`src/rtl/pser_pkg.sv`:
```
// Shared types and defaults for the parity serializer.
//   state_t     : serializer FSM states (IDLE, SHIFT)
//   PSER_PAR_W  : default parity vector width in bits
//   PSER_OUT_W  : default output word width in bits
package pser_pkg;

   typedef enum logic {
      IDLE  = 1'b0,
      SHIFT = 1'b1
   } state_t;

   localparam int unsigned PSER_PAR_W = 1024;
   localparam int unsigned PSER_OUT_W = 8;

endpackage : pser_pkg

```
`src/rtl/pser_beat_cnt.sv`:
```
// Beat counter for the parity serializer: counts transferred words of the
// current vector and flags the final beat.
//   clk, rst : clock, synchronous active-high reset
//   clr      : return count to 0 (new vector, end of vector, abort)
//   inc      : one word transferred (ignored on the final beat)
//   last     : registered flag, count == NUM_WORDS-1
module pser_beat_cnt #(
   parameter int unsigned NUM_WORDS = 128
) (
   input  logic clk,
   input  logic rst,
   input  logic clr,
   input  logic inc,
   output logic last
);

   localparam int unsigned CNT_W = $clog2(NUM_WORDS);

   logic [CNT_W-1:0] count;

   // last is precomputed from the value being left so it aligns with count
   always_ff @(posedge clk) begin
      if (rst || clr) begin
         count <= '0;
         last  <= 1'b0;
      end else if (inc && !last) begin
         count <= count + CNT_W'(1);
         last  <= (count == CNT_W'(NUM_WORDS - 2));
      end
   end

endmodule : pser_beat_cnt

```
`src/rtl/parity_serializer.sv`:
```
// Parity serializer: captures a PAR_W-bit parity vector in one transfer and
// streams it as PAR_W/OUT_W words over a valid/ready handshake, with
// back-to-back reload on the final beat.
//   clk, rst                        : clock, synchronous active-high reset
//   abort                           : flush the vector in flight (no done)
//   load_valid/load_ready/load_data : vector input handshake
//   out_valid/out_ready/out_data    : word output handshake
//   out_last                        : current word is the final word
//   busy                            : vector in flight
//   done                            : one-cycle pulse after the final word
// Build option: define PSER_MSB_FIRST_EN to stream the most significant
// word first (bit order inside each word unchanged).
module parity_serializer
   import pser_pkg::*;
#(
   parameter int unsigned PAR_W = PSER_PAR_W,
   parameter int unsigned OUT_W = PSER_OUT_W
) (
   input  logic             clk,
   input  logic             rst,
   input  logic             abort,
   input  logic             load_valid,
   output logic             load_ready,
   input  logic [PAR_W-1:0] load_data,
   output logic             out_valid,
   input  logic             out_ready,
   output logic [OUT_W-1:0] out_data,
   output logic             out_last,
   output logic             busy,
   output logic             done
);

   localparam int unsigned NUM_WORDS = PAR_W / OUT_W;

   // parameter legality
   if ((PAR_W % OUT_W) != 0) begin : g_bad_width
      $error("parity_serializer: PAR_W must be a multiple of OUT_W");
   end
   if (NUM_WORDS < 2) begin : g_bad_words
      $error("parity_serializer: PAR_W/OUT_W must be at least 2");
   end

   state_t           state_q, state_d;
   logic [PAR_W-1:0] shift_q, shift_d, shift_next;
   logic             valid_q;
   logic             done_q, done_d;
   logic             cnt_clr, cnt_inc, cnt_last;
   logic             out_fire, final_fire, load_fire;

   // handshake decode; load_ready is the combinational back-to-back path
   assign out_fire   = valid_q && out_ready;
   assign final_fire = out_fire && cnt_last;
   assign load_ready = (state_q == IDLE) || final_fire;
   assign load_fire  = load_valid && load_ready;

`ifdef PSER_MSB_FIRST_EN
   assign shift_next = shift_q << OUT_W;
   assign out_data   = shift_q[PAR_W-1 -: OUT_W];
`else
   assign shift_next = shift_q >> OUT_W;
   assign out_data   = shift_q[OUT_W-1:0];
`endif

   assign out_valid = valid_q;
   assign busy      = valid_q;
   assign out_last  = cnt_last;
   assign done      = done_q;

   pser_beat_cnt #(
      .NUM_WORDS (NUM_WORDS)
   ) u_beat_cnt (
      .clk  (clk),
      .rst  (rst),
      .clr  (cnt_clr),
      .inc  (cnt_inc),
      .last (cnt_last)
   );

   // state, shift register and registered status
   always_ff @(posedge clk) begin
      if (rst) begin
         state_q <= IDLE;
         shift_q <= '0;
         valid_q <= 1'b0;
         done_q  <= 1'b0;
      end else begin
         state_q <= state_d;
         shift_q <= shift_d;
         valid_q <= (state_d == SHIFT);
         done_q  <= done_d;
      end
   end

   // next state; abort outranks every fire
   always_comb begin
      state_d = state_q;
      shift_d = shift_q;
      cnt_clr = 1'b0;
      cnt_inc = 1'b0;
      done_d  = 1'b0;

      if (abort) begin
         state_d = IDLE;
         cnt_clr = 1'b1;
      end else begin
         case (state_q)
            IDLE: begin
               if (load_fire) begin
                  shift_d = load_data;
                  cnt_clr = 1'b1;
                  state_d = SHIFT;
               end
            end
            SHIFT: begin
               if (final_fire) begin
                  done_d  = 1'b1;
                  cnt_clr = 1'b1;
                  if (load_fire) begin
                     shift_d = load_data;
                  end else begin
                     shift_d = shift_next;
                     state_d = IDLE;
                  end
               end else if (out_fire) begin
                  shift_d = shift_next;
                  cnt_inc = 1'b1;
               end
            end
            default: begin
               state_d = IDLE;
               cnt_clr = 1'b1;
            end
         endcase
      end
   end

endmodule : parity_serializer

```
`config.mk`:
```
export PLATFORM = sky130hd
export DESIGN_NAME = parity_serializer
export DESIGN_NICKNAME = d
export VERILOG_FILES = /design/src/rtl/pser_pkg.sv /design/src/rtl/pser_beat_cnt.sv /design/src/rtl/parity_serializer.sv
export SDC_FILE = /design/constraint.sdc
export NUM_CORES = 2
export LEC_CHECK = 0
export CAP_MARGIN = 5
export CORE_AREA = 3 3 405 407
export CTS_CLUSTER_SIZE = 12
export DETAILED_ROUTE_END_ITERATION = 10
export DIE_AREA = 0 0 408 410
export PLACE_DENSITY = 0.62
export SYNTH_ARGS = -nofsm -noshare
export SYNTH_HDL_FRONTEND = slang
export SYNTH_SLANG_ARGS = --single-unit
```
`constraint.sdc`:
```
create_clock -name clk -period 2.67 [get_ports clk]
set_input_delay 0.801 -clock clk [delete_from_list [all_inputs] [get_ports clk]]
set_output_delay 0.801 -clock clk [all_outputs]
set_load 0.01 [all_outputs]
```
* Word-level counts from Yosys, hierarchy flattened
Cells that the tools add are included.
Cells by class: add/sub/neg operators 1, eq/ne operators 3, muxes and demuxes 15, bitwise logic cells 2, reductions and logical operators 10
Operator list (number):
- $mux 1024 | 4
- $pmux 1024 s2 | 1
- $mux 1 | 8
- $add 7x1->7 const B | 1
- $eq 7x7->1 const B | 1
- $logic_and 1x1->1 | 4
- $pmux 1 s2 | 2
- $ne 3x1->1 const B | 1
- $reduce_and 3->1 | 1
- $reduce_or 3->1 | 1
- $logic_or 1x1->1 | 2
- $ne 2x2->1 const B | 1
- $not 1->1 | 2
- $reduce_or 2->1 | 1
- $logic_not 1->1 | 1
Word-level totals: flip-flop bits (word level) 1034, input bits 1029, output and inout port bits 13, logic and storage cells 36

* Depth between registers and ports, before layout
depth in word-level cells 8, mapped depth 8, depth with buffers taken out 5

* By module
A second synthesis with hierarchy kept.
Unflattened totals: cell total of the unflattened synthesis 6202, area total of the unflattened synthesis 52156.3 µm²
By module, submodules not included:
- parity_serializer | times used 1, cells an instance 6160, area each 51780.9 µm², seq. area each 20539.7 µm²
- pser_beat_cnt | times used 1, cells an instance 42, area each 375.4 µm², seq. area each 160.2 µm²

* Least setup slack after synthesis
Ideal clock, no wire load.
kind input-to-output, start in out_ready, end out load_ready, arrival time 1.352 ns, data required time 1.869 ns, path slack 0.517 ns, stages on the path 3, path buffers 2, path through buf_4 > a21bo_2 > clkbuf_1
Between the ends: word-level cells in the longest chain between the ends 3
Ends and longest elaborated chain:
- start: declaration | line parity_serializer.sv:26 | input logic out_ready,
- $logic_and 1x1->1 | line parity_serializer.sv:51 | assign out_fire = valid_q && out_ready;
- $logic_and 1x1->1 | line parity_serializer.sv:52 | assign final_fire = out_fire && cnt_last;
- $logic_or 1x1->1 | line parity_serializer.sv:53 | assign load_ready = (state_q == IDLE) || final_fire;
- end: declaration | line parity_serializer.sv:23 | output logic load_ready,
Every way passes these cells.

* Worst setup path in the final report
start reg shift_q[2], end out out_data[2]
RTL lines:
- start: declaration | line parity_serializer.sv:44 | logic [PAR_W-1:0] shift_q, shift_d, shift_next;
- start signal: assignment | line parity_serializer.sv:88 | shift_q <= shift_d;
- end: declaration | line parity_serializer.sv:27 | output logic [OUT_W-1:0] out_data,
No word-level cell between the ends.

==> flow_summary.yaml <==
sta:
  final_hold_viol_count: 0
  final_max_slew_viol_count: 0
  fin_crit_ns: 2.558
  rsz0062_at_grt: "no"
  fin_crit_sh_pct: 95.81
  clock.fmax_mhz: 390.9
  worst_pin_slew_ns: 0.7607
  setup_violations: 0
  slew_headroom_pct: 49.29
  finalClockSkew_ns: 0.06748
power_and_ir_drop:
  peakVddDrop_uv: 570.6
  p_sw_w: 0.01200
  swShare_pct: 28.82
  pwr-share-seq_pct: 41.7
  pwr-share-clk_pct: 39.3
  intPower_w: 0.02963
  leakagePower_nw: 22.59
  power_density_mw_per_mm2: 584.7
  combPwrFrac_pct: 19.0
global_routing:
  grt-ovfl-total: 0
  grt_max_degree: 157
  first_global_vias: 55180
  grt_pass1_wl_um: 351200
  antenna_found_initial: 23
  grt_usage_pct: 26.51
layout:
  fin_area_mm2: 0.07118
  area_delta_synth_final_pct: 36.71
  drive_gt1_share_pct: 11.05
  final_cells: 9169
  fillers: 15500
  final-seq-area_mm2: 0.02071
  multi_input_area_mm2: 0.02715
  final_nets: 7932
yosys:
  ys_seq_area_share_pct: 39.75
  synth-edff-count: 0
  ys_types: 33
  yosysMostFrequentCell: "dfxtp_1"
  synthTopCellsByArea: "dfxtp_1 40%, a311oi_1 17%, a211oi_1 15%"
  async_flop_share_pct: 0
  postSynthCellCount: 6200
  yosysTopAreaCellShare_pct: 39.75
  synth_ff_type: "dfxtp_1"
  synthesis.nets: 7231
  netlist_area_mm2: 0.05207
  ys_ff_latch: 1034
  ys.warnings.count: 0
  syn_avg_cell_area_um2: 8.398
  synth_top_area_cell: "dfxtp_1"
  synth_commonest_cells: "1034 x dfxtp_1, 1030 x a21oi_1, 1017 x a211oi_1, 1016 x a311oi_1, 988 x o21ai_0"
critical_path:
  cp-end-kind: "output port"
  crit_family: "buffers and inverters"
  cp.arrival_ns: 1.76
  cp-start-kind: "flop"
  critPathMaxStageDelay_ns: 0.68
  slowest_stage: "clkdlybuf4s50_1"
  crit_type: "flop to output port"
  critPathMaxFanout: 2
  critPathBufInv: 1
  crit_path_cell_trace: "clkdlybuf4s50_1"
  crit_required_ns: 1.87
clocking:
  cts.sinks: 1034
  cts_tree: "built"
  clk_transition_reported_paths_ns: 0.06
  h-tree-depth: 3
  cts-root-buf: "clkbuf_16"
  cts_made_buffers: 115
  clk_latency_ns: 0.74
  ctsLongestPathBuffers: 3
floorplanning:
  die_h_um: 410
  die_area_mm2: 0.1673
  initial_core_util_pct: 32.43
  rows: 147
  io_pins: 1042
  coreArea_mm2: 0.1606
  die_w_um: 408
run:
  max_cap_violations: 0
route:
  remaining_drc_errors: 0
  firstDrtPassIters: 6
  wirelength_um: 237300
  routedWlPerCell_um: 25.88
  via_per_inst: 6.316
  drtIter0Drc: 6740
  vias: 57910
  postRouteAntennaNets: 0
place:
  placed_area_mm2: 0.06724
  io_buffers: 1041
  placedCellCount: 8941
  gp_congestion: 0.9206
  dp_hpwl_um: 166300
min_path:
  hold_class: "flop to flop"
outcome:
  status: "complete, no violations"
final timing paths:
check / cells past startpoint / slack, ns / to / start
worst min register to register: 2 / 0.47 / shift_q[1017]$_SDFFE_PP0P_ / shift_q[1017]$_SDFFE_PP0P_
worst min-delay path: 2 / 0.47 / shift_q[1017]$_SDFFE_PP0P_ / shift_q[1017]$_SDFFE_PP0P_
worst max register to register: 7 / 0.38 / shift_q[398]$_SDFFE_PP0P_ / busy$_SDFF_PP0_
worst max-delay path: 1 / 0.11 / out_data[2] / shift_q[2]$_SDFFE_PP0P_
kinds of logic after synthesis:
kind of cell / share of synthesized area, %
xor gates and xnor gates: 0.01682
muxes: 0.06488
adders and majority gates: 0.04805
AOI/OAI and AO/OA: 51.60
and+or+nand+nor: 0.3484
buffers and inverters: 8.165
DFF: 39.75
power groups by stage:
stage                     Clock, W  Combinational [W]  Sequential [W]
after floorplan                  0            0.00406          0.0174
after global placement           0            0.00775          0.0176
after detailed placement         0            0.00780          0.0176
after CTS                   0.0166            0.00785          0.0173
after global routing        0.0172            0.00851          0.0174
final                       0.0163            0.00792          0.0174
registers in the layout, indices dropped and copies added (netlist names):
name	cells
u_beat_cnt.last	1
shift_q	1024
u_beat_cnt.count	7
done	1
busy	1
layer usage:
metal	vias up	global-route usage, %	wire length (um)	part of all wire [%]
met2	2803	42.59	110500	47
met5	-	0	114	0.048
li1	26490	-	-	-
met3	491	4.320	16450	6.9
met1	28120	33.71	95870	40
met4	14	15.10	14340	6.0
metrics by stage:
stage                     util [%]  total power [W]  hold slack (ns)  setup slack, ns  setup TNS, ns
final                        44.33          0.04162           0.4747           0.1119              0
after global routing         44.33          0.04313           0.5057          0.02104              0
after CTS                    44.31          0.04178           0.4846          0.03282              0
after detailed placement     41.88          0.02545           0.4756          -0.4540        -254.27
after global placement       41.88          0.02538           0.4623          -0.4594        -245.14
after floorplan                  -          0.02141           0.4502           0.5166              0
cells in the final DEF (no fill, tap or decap), types with 2 or more instances in the layout:
cell type and instances:
a211oi_1 1017, clkbuf_16 115, clkbuf_1 24, or3_1 4
diode_2 14, buf_8 2, buf_4 417, dfxtp_4 2
o31ai_1 2, a21oi_1 1030, clkinv_2 24, inv_1 3
clkinvlp_4 3, bufinv_16 5, a311oi_1 1016, inv_8 2
inv_16 2, o21ai_0 988, dlygate4sd2_1 7, nand3_1 10
o21ai_1 39, nor2_1 3, dfxtp_1 1031, nand2_1 2
nand3b_1 3, buf_12 156, clkdlybuf4s50_1 1032, ha_1 2
or4_1 2, clkbuf_8 32, clkinv_16 4
final cells by class:
class | count | area share (%)
repair buffers | 1614 | 23.43
multi-input cells | 4131 | 38.14
clock inverters | 40 | 0.6609
diodes | 14 | 0.04922
inverters | 5 | 0.04746
well taps | 2160 | 3.797
clock buffers | 171 | 4.788
flip-flops and latches | 1034 | 29.09
what timing repair did:
action	CTS	global route
hold buffers	0	0
resized for setup	10	0
setup buffers	3	0
endpoints found under the setup margin	9	0
Power figures use the tool's default switching activity.
